===== src/rtl/spi_pkg.sv =====
// Shared definitions for the SPI peripheral endpoint: word width default,
// FSM encoding and clock-mode constants.
package spi_pkg;

  localparam int unsigned DATA_W_DEF = 8;

  // Only mode 0 is implemented; these select the sample/shift sclk edges.
  localparam logic SPI_CPOL = 1'b0;
  localparam logic SPI_CPHA = 1'b0;

  typedef enum logic [0:0] {
    ST_IDLE  = 1'b0,
    ST_SHIFT = 1'b1
  } spi_state_e;

endpackage


===== src/rtl/spi_slave_if.sv =====
// Pin and local-bus bundle of the SPI peripheral endpoint.
interface spi_slave_if #(
  parameter int unsigned DATA_W = 8
);
  logic              sclk;
  logic              cs_n;
  logic              mosi;
  logic              miso;
  logic [DATA_W-1:0] tx_data;
  logic              tx_load;
  logic              tx_ready;
  logic [DATA_W-1:0] rx_data;
  logic              rx_valid;
  logic              tx_underrun;
  logic              busy;

  modport slave (
    input  sclk, cs_n, mosi, tx_data, tx_load,
    output miso, tx_ready, rx_data, rx_valid, tx_underrun, busy
  );

  modport master (
    output sclk, cs_n, mosi, tx_data, tx_load,
    input  miso, tx_ready, rx_data, rx_valid, tx_underrun, busy
  );
endinterface


===== src/rtl/spi_sync_edge.sv =====
// Multi-flop synchroniser for one asynchronous pin with rise/fall detection
// against a one-flop history of the synchronised level.
module spi_sync_edge #(
  parameter int unsigned SYNC_STAGES = 2,
  parameter logic        RESET_VAL   = 1'b0
) (
  input  logic i_clk,
  input  logic i_rst,
  input  logic i_pin,
  output logic o_level,
  output logic o_rise,
  output logic o_fall
);

  logic [SYNC_STAGES-1:0] r_sync;
  logic                   r_prev;

  // Synchroniser chain and edge-history flop, reset to the idle pin level.
  always_ff @(posedge i_clk or posedge i_rst) begin
    if (i_rst) begin
      r_sync <= {SYNC_STAGES{RESET_VAL}};
      r_prev <= RESET_VAL;
    end else begin
      r_sync <= {r_sync[SYNC_STAGES-2:0], i_pin};
      r_prev <= r_sync[SYNC_STAGES-1];
    end
  end

  assign o_level = r_sync[SYNC_STAGES-1];
  assign o_rise  = r_sync[SYNC_STAGES-1] & ~r_prev;
  assign o_fall  = ~r_sync[SYNC_STAGES-1] & r_prev;

endmodule


===== src/rtl/spi_slave.sv =====
// SPI mode-0 peripheral endpoint: oversampled pins, MSB-first shift, one-deep
// transmit holding buffer and a one-cycle receive strobe.
module spi_slave
  import spi_pkg::*;
#(
  parameter int unsigned DATA_W      = DATA_W_DEF,
  parameter int unsigned SYNC_STAGES = 2
) (
  input logic        clk_in,
  input logic        rst,
  spi_slave_if.slave bus
);

  localparam int unsigned     CNT_W    = (DATA_W > 1) ? $clog2(DATA_W) : 1;
  localparam logic [CNT_W-1:0] CNT_LAST = CNT_W'(DATA_W - 1);

  logic w_unused_sclk_level, w_sclk_rise, w_sclk_fall;
  logic w_unused_cs_level, w_cs_rise, w_cs_fall;
  logic w_mosi, w_unused_mosi_rise, w_unused_mosi_fall;
  logic w_sample_edge, w_shift_edge, w_consume;

  spi_state_e        r_state, w_state_nxt;
  logic              r_busy, w_busy_nxt;
  logic [CNT_W-1:0]  r_bit_cnt, w_bit_cnt_nxt;
  logic [DATA_W-1:0] r_rx_sh, w_rx_sh_nxt;
  logic [DATA_W-1:0] r_tx_sh, w_tx_sh_nxt;
  logic [DATA_W-1:0] r_hold, w_hold_nxt;
  logic              r_tx_ready, w_tx_ready_nxt;
  logic [DATA_W-1:0] r_rx_data, w_rx_data_nxt;
  logic              r_rx_valid, w_rx_valid_nxt;
  logic              r_underrun, w_underrun_nxt;
  logic              r_miso, w_miso_nxt;

  spi_sync_edge #(.SYNC_STAGES(SYNC_STAGES), .RESET_VAL(1'b0)) u_sync_sclk (
    .i_clk(clk_in), .i_rst(rst), .i_pin(bus.sclk),
    .o_level(w_unused_sclk_level), .o_rise(w_sclk_rise), .o_fall(w_sclk_fall)
  );

  spi_sync_edge #(.SYNC_STAGES(SYNC_STAGES), .RESET_VAL(1'b1)) u_sync_cs (
    .i_clk(clk_in), .i_rst(rst), .i_pin(bus.cs_n),
    .o_level(w_unused_cs_level), .o_rise(w_cs_rise), .o_fall(w_cs_fall)
  );

  // Same depth as sclk so the mosi level lines up with the detected sample edge.
  spi_sync_edge #(.SYNC_STAGES(SYNC_STAGES), .RESET_VAL(1'b0)) u_sync_mosi (
    .i_clk(clk_in), .i_rst(rst), .i_pin(bus.mosi),
    .o_level(w_mosi), .o_rise(w_unused_mosi_rise), .o_fall(w_unused_mosi_fall)
  );

  assign w_sample_edge = (SPI_CPOL == SPI_CPHA) ? w_sclk_rise : w_sclk_fall;
  assign w_shift_edge  = (SPI_CPOL == SPI_CPHA) ? w_sclk_fall : w_sclk_rise;

  // Next-state, datapath and holding-buffer logic.
  always_comb begin
    w_state_nxt    = r_state;
    w_busy_nxt     = r_busy;
    w_bit_cnt_nxt  = r_bit_cnt;
    w_rx_sh_nxt    = r_rx_sh;
    w_tx_sh_nxt    = r_tx_sh;
    w_hold_nxt     = r_hold;
    w_tx_ready_nxt = r_tx_ready;
    w_rx_data_nxt  = r_rx_data;
    w_rx_valid_nxt = 1'b0;
    w_underrun_nxt = 1'b0;
    w_consume      = 1'b0;

    if (w_cs_rise) begin
      w_state_nxt   = ST_IDLE;
      w_busy_nxt    = 1'b0;
      w_bit_cnt_nxt = '0;
      w_rx_sh_nxt   = '0;
    end else begin
      case (r_state)
        ST_IDLE: begin
          if (w_cs_fall) begin
            w_state_nxt   = ST_SHIFT;
            w_busy_nxt    = 1'b1;
            w_bit_cnt_nxt = '0;
            w_consume     = 1'b1;
          end else begin
            w_state_nxt = ST_IDLE;
          end
        end
        ST_SHIFT: begin
          if (w_sample_edge) begin
            w_rx_sh_nxt = {r_rx_sh[DATA_W-2:0], w_mosi};
            if (r_bit_cnt == CNT_LAST) begin
              w_bit_cnt_nxt  = '0;
              w_rx_data_nxt  = {r_rx_sh[DATA_W-2:0], w_mosi};
              w_rx_valid_nxt = 1'b1;
            end else begin
              w_bit_cnt_nxt = r_bit_cnt + CNT_W'(1);
            end
          end else if (w_shift_edge) begin
            if (r_bit_cnt == '0) begin
              w_consume = 1'b1;
            end else begin
              w_tx_sh_nxt = {r_tx_sh[DATA_W-2:0], 1'b0};
            end
          end else begin
            w_state_nxt = ST_SHIFT;
          end
        end
        default: begin
          w_state_nxt = ST_IDLE;
          w_busy_nxt  = 1'b0;
        end
      endcase
    end

    if (w_consume) begin
      if (!r_tx_ready) begin
        w_tx_sh_nxt    = r_hold;
        w_tx_ready_nxt = 1'b1;
      end else begin
        w_tx_sh_nxt    = '0;
        w_underrun_nxt = 1'b1;
      end
    end else begin
      w_underrun_nxt = 1'b0;
    end

    // A load sees the pre-consumption buffer state, so it survives an underrun.
    if (bus.tx_load && r_tx_ready) begin
      w_hold_nxt     = bus.tx_data;
      w_tx_ready_nxt = 1'b0;
    end else begin
      w_hold_nxt = w_hold_nxt;
    end

    w_miso_nxt = w_busy_nxt ? w_tx_sh_nxt[DATA_W-1] : 1'b0;
  end

  // State and output registers.
  always_ff @(posedge clk_in or posedge rst) begin
    if (rst) begin
      r_state    <= ST_IDLE;
      r_busy     <= 1'b0;
      r_bit_cnt  <= '0;
      r_rx_sh    <= '0;
      r_tx_sh    <= '0;
      r_hold     <= '0;
      r_tx_ready <= 1'b1;
      r_rx_data  <= '0;
      r_rx_valid <= 1'b0;
      r_underrun <= 1'b0;
      r_miso     <= 1'b0;
    end else begin
      r_state    <= w_state_nxt;
      r_busy     <= w_busy_nxt;
      r_bit_cnt  <= w_bit_cnt_nxt;
      r_rx_sh    <= w_rx_sh_nxt;
      r_tx_sh    <= w_tx_sh_nxt;
      r_hold     <= w_hold_nxt;
      r_tx_ready <= w_tx_ready_nxt;
      r_rx_data  <= w_rx_data_nxt;
      r_rx_valid <= w_rx_valid_nxt;
      r_underrun <= w_underrun_nxt;
      r_miso     <= w_miso_nxt;
    end
  end

  assign bus.miso        = r_miso;
  assign bus.tx_ready    = r_tx_ready;
  assign bus.rx_data     = r_rx_data;
  assign bus.rx_valid    = r_rx_valid;
  assign bus.tx_underrun = r_underrun;
  assign bus.busy        = r_busy;

endmodule


===== src/flat_wrapper.sv =====
// flat-port wrapper written by rule: the top's interface ports become plain ports
module spi_slave_flat import spi_pkg::*;
#(
  parameter int unsigned DATA_W      = DATA_W_DEF,
  parameter int unsigned SYNC_STAGES = 2
)
  (clk_in, rst, bus_sclk, bus_cs_n, bus_mosi, bus_tx_data, bus_tx_load, bus_miso, bus_tx_ready, bus_rx_data, bus_rx_valid, bus_tx_underrun, bus_busy);
  spi_slave_if #(.DATA_W(DATA_W)) bus_i ();
  input logic clk_in;
  input logic rst;
  input wire logic [$bits(bus_i.sclk)-1:0] bus_sclk;
  input wire logic [$bits(bus_i.cs_n)-1:0] bus_cs_n;
  input wire logic [$bits(bus_i.mosi)-1:0] bus_mosi;
  input wire logic [$bits(bus_i.tx_data)-1:0] bus_tx_data;
  input wire logic [$bits(bus_i.tx_load)-1:0] bus_tx_load;
  output wire logic [$bits(bus_i.miso)-1:0] bus_miso;
  output wire logic [$bits(bus_i.tx_ready)-1:0] bus_tx_ready;
  output wire logic [$bits(bus_i.rx_data)-1:0] bus_rx_data;
  output wire logic [$bits(bus_i.rx_valid)-1:0] bus_rx_valid;
  output wire logic [$bits(bus_i.tx_underrun)-1:0] bus_tx_underrun;
  output wire logic [$bits(bus_i.busy)-1:0] bus_busy;
  assign bus_i.sclk = bus_sclk;
  assign bus_i.cs_n = bus_cs_n;
  assign bus_i.mosi = bus_mosi;
  assign bus_i.tx_data = bus_tx_data;
  assign bus_i.tx_load = bus_tx_load;
  assign bus_miso = bus_i.miso;
  assign bus_tx_ready = bus_i.tx_ready;
  assign bus_rx_data = bus_i.rx_data;
  assign bus_rx_valid = bus_i.rx_valid;
  assign bus_tx_underrun = bus_i.tx_underrun;
  assign bus_busy = bus_i.busy;
  spi_slave #(.DATA_W(DATA_W), .SYNC_STAGES(SYNC_STAGES)) u_core (.clk_in(clk_in), .rst(rst), .bus(bus_i));
endmodule

===== config.mk =====
export PLATFORM = sky130hd
export DESIGN_NAME = spi_slave_flat
export DESIGN_NICKNAME = d
export VERILOG_FILES = /design/src/rtl/spi_pkg.sv /design/src/rtl/spi_slave_if.sv /design/src/rtl/spi_sync_edge.sv /design/src/rtl/spi_slave.sv /design/src/flat_wrapper.sv
export SDC_FILE = /design/constraint.sdc
export NUM_CORES = 1
export LEC_CHECK = 0
export BUFFER_PORTS_ARGS = -buffer_cell sky130_fd_sc_hd__buf_2
export CORE_UTILIZATION = 38
export CTS_CLUSTER_DIAMETER = 100
export DETAILED_ROUTE_END_ITERATION = 6
export GPL_TIMING_DRIVEN = 0
export HOLD_SLACK_MARGIN = 0.02
export PLACE_DENSITY = 0.66
export SETUP_SLACK_MARGIN = 0.5
export SLEW_MARGIN = 10
export SYNTH_ARGS = -nofsm -noshare
export SYNTH_HDL_FRONTEND = slang
export SYNTH_HIERARCHICAL = 1
export SYNTH_SLANG_ARGS = --single-unit

===== constraint.sdc =====
create_clock -name clk_in -period 2.2 [get_ports clk_in]
set_clock_uncertainty 0.2 [all_clocks]
set_input_delay 0.11 -clock clk_in [delete_from_list [all_inputs] [get_ports clk_in]]
set_output_delay 0.11 -clock clk_in [all_outputs]
set_load 0.02 [all_outputs]

==> results of run 1 <==
-- report_power, final --
part           switching (mW)  internal [mW]
Clock                   0.269          0.251
Sequential              0.113           1.05
Combinational           0.269          0.301
-- layout make-up --
cell class	count	area (µm²)
clock buffer	6	82.6
multi-input combinational	105	774
tap	67	83.8
inverter	9	33.8
timing repair buffer	49	367
fill	412	2220
sequential	48	1210
buffer	7	70.1
clock inverter	2	10.0
-- worst register-to-register path, cell delays in order, from the launching register on --
cell and delay, ns:
dfstp_2 0.53, and2b_2 0.14, or3b_1 0.36, buf_6 0.13
and2_4 0.13, buf_6 0.11, or4b_4 0.49, a21boi_2 0.12
-- what timing repair did --
| action | CTS | global route |
|---|---|---|
| gates resized for setup | 18 | 10 |
| pin swaps | 3 | 9 |
| hold buffers | 13 | 0 |
| setup endpoints to repair | 38 | 29 |
| endpoints found under the hold margin | 59 | 0 |
| setup buffers | 7 | 2 |
-- layer usage --
metal,vias up,global-route usage,share of wire
met5,-,0,0
li1,689,-,-
met1,683,0.221,0.46
met3,9,0.0257,0.029
met4,0,0.0833,0.022
met2,26,0.264,0.49
-- sequential cells by signal (all words and copies together) (netlist names), 2 cells and up --
| signal | cells |
|---|---|
| u_core/r_tx_sh | 8 |
| u_core/r_hold | 8 |
| u_core/bus.rx_data | 8 |
| u_core/u_sync_cs/r_sync | 2 |
| u_core/r_bit_cnt | 3 |
| u_core/r_rx_sh | 7 |
| u_core/u_sync_sclk/r_sync | 2 |
| u_core/u_sync_mosi/r_sync | 2 |
-- worst paths after layout --
check	startpoint	endpoint	slack, ns
min in group clk_in	u_core/u_sync_sclk/r_sync[0]	u_core/u_sync_sclk/r_sync[1]	0.15
max reg2reg	u_core/u_sync_cs/r_prev	u_core/bus.miso	-0.08
min reg2reg	u_core/u_sync_sclk/r_sync[0]	u_core/u_sync_sclk/r_sync[1]	0.15
max in group asynchronous	rst	u_core/bus.tx_ready	1.06
max	u_core/u_sync_cs/r_prev	u_core/bus.miso	-0.08
min	rst	u_core/u_sync_mosi/r_sync[1]	0.04
-- placed cells by master (no fill, tap or decap), types with 2 or more instances in the layout --
master and n:
clkbuf_8 6, and2b_2 2, a21oi_1 12, a22oi_1 2, nor2b_1 3, buf_4 7, dfstp_2 4, dlygate4sd3_1 13
nand2b_1 6, mux2_2 16, clkinv_2 2, nand3_1 7, o21ai_1 7, clkbuf_2 3, a21oi_2 3, a21o_1 2
nand2_1 16, buf_6 3, dfrtp_1 44, nand2_2 4, ha_1 3, inv_1 8, buf_2 26, nor2_1 5
==> results.toml, run 1 <==
[logic_synthesis]
syn_nets = 186
netlist_instances = 169
synth.avg_cell_area_um2 = 11.7
synth_area_mm2 = 0.00197
ys_warn_count = 6

[pwr]
p_per_area_mw_per_mm2 = 860
p_leak_nw = 1.28
p_total_mw = 2.26
peakVddDrop_uv = 509

[final_layout]
area_delta_synth_final_pct = 33.3
num_antenna_cells = 0
fin_util = 0.542
drive_gt1_frac = 0.407
stdcell_count = 293
nets = 242
postLayoutCellArea_mm2 = 0.00263

[timing]
final_hold_viol_count = 0
hold_ws_ns = 0.0430
grt_setup_unrepaired = "yes"
slew_violations = 0
max_slew.worst_pin.slew_ns = 0.462
fin_crit_sh = 1.03
finalSetupTns_ns = -0.116
slew_headroom = 0.692
fin_ws_ns = -0.0755
fmax_mhz = 439
min_period_ns = 2.28
finalSetupViolCount = 3

[placement]
dp_cells = 263
routabilityCongestion = 0.735
place_area_mm2 = 0.00223
port_buffers = 26
dp_slack_ns = -0.116
dp_hpwl_mm = 2.40

[critical_path]
worstPathRequired_ns = 2.23
slowest_delay_ns = 0.53
path_cells = "and2b_2 > or3b_1 > buf_6 > and2_4 > buf_6 > or4b_4 > a21boi_2"
cp_data_arrival_time_ns = 2.31
cp_slowest_cell = "dfstp_2"
cp_top_family = "simple AND/OR/NAND/NOR gates"
worst-path-stages = 7
crit_path_start_kind = "flip-flop"
path_max_fanout = 4
critPathKind = "reg -> reg"
critPathBufInv = 2
r2r_cells = 7
cp_common_cell = "buf_6"
crit_path_end_kind = "flip-flop"

[floorplan]
dieArea_mm2 = 0.00548
dieHeight_um = 74.0
core_mm2 = 0.00485
die_x_um = 74.0
rows = 25
io-pin-count = 27
initial_core_util = 0.406

[global_routing]
antenna_found_initial = 0
grt_overflow = 0
grt_max_degree = 22
grt_pass1_wl_mm = 6.78
grt.total_usage = 0.165
grt_pass1_vias = 1466

[clocking]
cts_sinks = 48
cts_inserted_buffers = 5
clk_pin_slew_ns = 0.08
clk_path_buf_depth = 2
root_buffer = "clkbuf_8"
worstSkewPairLatency_ns = 0.30
cts_tree = "built"
h-tree-depth = 2

[drt]
vias_per_cell = 4.80
drtPass1Iterations = 4
drtIter0Drc = 53
antenna_left = 0
via_count = 1407
totalWireLength_mm = 3.80
routedWlPerCell_um = 13.0
drc = 0

[worst_hold_path]
hp-class = "in -> async"

[flow_run]
max-cap-violations = 0

[outcome]
violations = "setup timing"
status = "finished, violations left"
Power figures use the tool's default switching activity.
==> run 2, diff against run 1 <==
--- a/config.mk
+++ b/config.mk
@@ -11,7 +11,8 @@
 export DETAILED_ROUTE_END_ITERATION = 6
 export GPL_TIMING_DRIVEN = 0
 export HOLD_SLACK_MARGIN = 0.02
-export PLACE_DENSITY = 0.66
+export PLACE_DENSITY = 0.64
+export REMOVE_ABC_BUFFERS = 1
 export SETUP_SLACK_MARGIN = 0.5
 export SLEW_MARGIN = 10
 export SYNTH_ARGS = -nofsm -noshare
==> constraint.sdc (replaced) <==
create_clock -name clk_in -period 2.9 [get_ports clk_in]
set_clock_uncertainty 0.2 [all_clocks]
set_input_delay 0.145 -clock clk_in [delete_from_list [all_inputs] [get_ports clk_in]]
set_output_delay 0.145 -clock clk_in [all_outputs]
set_load 0.02 [all_outputs]
==> run 2 against run 1 <==
The run now ends clean. Sequential share of layout area up 4.3 points. Critical endpoint unchanged. Flip-flop and latch count did not move. Total power shrank 30%. Hold slack better by 0.035 ns.
==> results.toml, run 2 (synthesis gave the netlist of run 1 again) <==
[outcome]
status = "complete, no violations"

[critical_path]
worstPathRequired_ns = 2.93
slowest_delay_ns = 0.54
cp_data_arrival_time_ns = 2.30
critPathKind = "reg -> reg"
worst-path-stages = 5
crit_path_start_kind = "flip-flop"
r2r_cells = 5
crit_path_end_kind = "flip-flop"
critPathBufInv = 0
cp_slowest_cell = "dfstp_2"
path_cells = "and2b_2 > or3b_4 > o31a_4 > or4b_4 > a21boi_2"
path_max_fanout = 17
cp_top_family = "simple AND/OR/NAND/NOR gates"

[final_layout]
drive_gt1_frac = 0.305
postLayoutCellArea_mm2 = 0.00240
layout_common_cells = "44 x dfrtp_1, 26 x buf_2, 20 x nand2_1"
final_common_cell = "dfrtp_1"
num_antenna_cells = 0
area_delta_synth_final_pct = 21.9
nets = 226

[clocking]
cts_tree = "built"
cts_inserted_buffers = 5
cts_sinks = 48
clk_pin_slew_ns = 0.08
root_buffer = "clkbuf_8"
clk_path_buf_depth = 2
h-tree-depth = 2
cts_setup_buffers = 0
worstSkewPairLatency_ns = 0.31

[floorplan]
io-pin-count = 27
die_x_um = 74.0
rows = 25
dieHeight_um = 74.0
core_mm2 = 0.00485
initial_core_util = 0.406
dieArea_mm2 = 0.00548

[drt]
routedWlPerCell_um = 12.5
drtIter0Drc = 50
totalWireLength_mm = 3.46
via_count = 1304
drc = 0
antenna_left = 0
vias_per_cell = 4.71
drtPass1Iterations = 4

[timing]
max_slew.worst_pin.slew_ns = 0.615
hold_ws_ns = 0.0777
slew_headroom = 0.588
fin_ws_ns = 0.631
slew_violations = 0
finalSetupViolCount = 0
final_hold_viol_count = 0
grt_setup_unrepaired = "no"
finalSetupTns_ns = 0
fin_crit_sh = 0.783
fmax_mhz = 441
min_period_ns = 2.27

[worst_hold_path]
hp-class = "in -> async"

[global_routing]
grt.total_usage = 0.143
grt_max_degree = 23
antenna_found_initial = 0
grt_pass1_wl_mm = 5.80
grt_pass1_vias = 1263
grt_overflow = 0

[pwr]
peakVddDrop_uv = 462
p_per_area_mw_per_mm2 = 657
p_leak_nw = 1.18

[placement]
place_area_mm2 = 0.00217
dp_slack_ns = 0.179
port_buffers = 26
dp_hpwl_mm = 2.26
routabilityCongestion = 0.726

[flow_run]
max-cap-violations = 0
-- run 2: tightest hold or removal path, cell delays in order --
cell	delay, ns
dlygate4sd3_1	0.54
buf_2	0.15
inv_1	0.08
-- run 2: final cells by class --
type | instances | area (µm²)
multi-input combinational | 105 | 706
clock buffer | 6 | 72.6
tap | 67 | 83.8
timing repair buffer | 40 | 288
clock inverter | 2 | 12.5
sequential | 48 | 1210
inverter | 9 | 33.8
fill | 437 | 2450
-- run 2: stage by stage --
stage                     power [mW]  std cells   util
after floorplan                 1.10        162      -
after global placement          1.17        255  0.442
after detailed placement        1.19        256  0.448
after CTS                       1.59        277  0.493
after global routing            1.67        277  0.495
final                           1.58        277  0.495
-- run 2: where the power goes --
group	total, mW	internal (mW)	switching (mW)
Combinational	0.312	0.162	0.150
Sequential	0.880	0.800	0.0801
Clock	0.385	0.169	0.217
Total	1.58	1.13	0.447
-- run 2: timing repair --
action,4_1_cts,5_1_grt
endpoints found under the hold margin,60,0
hold buffers,13,0
setup endpoints to repair,19,3
gates resized for setup,3,2
pin swaps,0,0
gates cloned,0,0
-- run 2: metal layers --
layer / global-route usage / wire length, µm / part of all wire
met5: 0 / 0 / 0
met4: 0.0577 / 59 / 0.017
met3: 0.0407 / 85 / 0.025
met2: 0.216 / 1620 / 0.47
met1: 0.197 / 1690 / 0.49
-- run 2: worst paths after layout --
kind	start	to	slack, ns
setup / recovery	u_core/u_sync_cs/r_prev	u_core/bus.miso	0.63
hold / removal	rst	u_core/u_sync_mosi/r_sync[0]	0.08
setup reg to reg	u_core/u_sync_cs/r_prev	u_core/bus.miso	0.63
hold reg to reg	u_core/u_sync_mosi/r_sync[0]	u_core/u_sync_mosi/r_sync[1]	0.16
max in group asynchronous	rst	u_core/bus.rx_data[3]	1.82
min in group clk_in	u_core/u_sync_mosi/r_sync[0]	u_core/u_sync_mosi/r_sync[1]	0.16
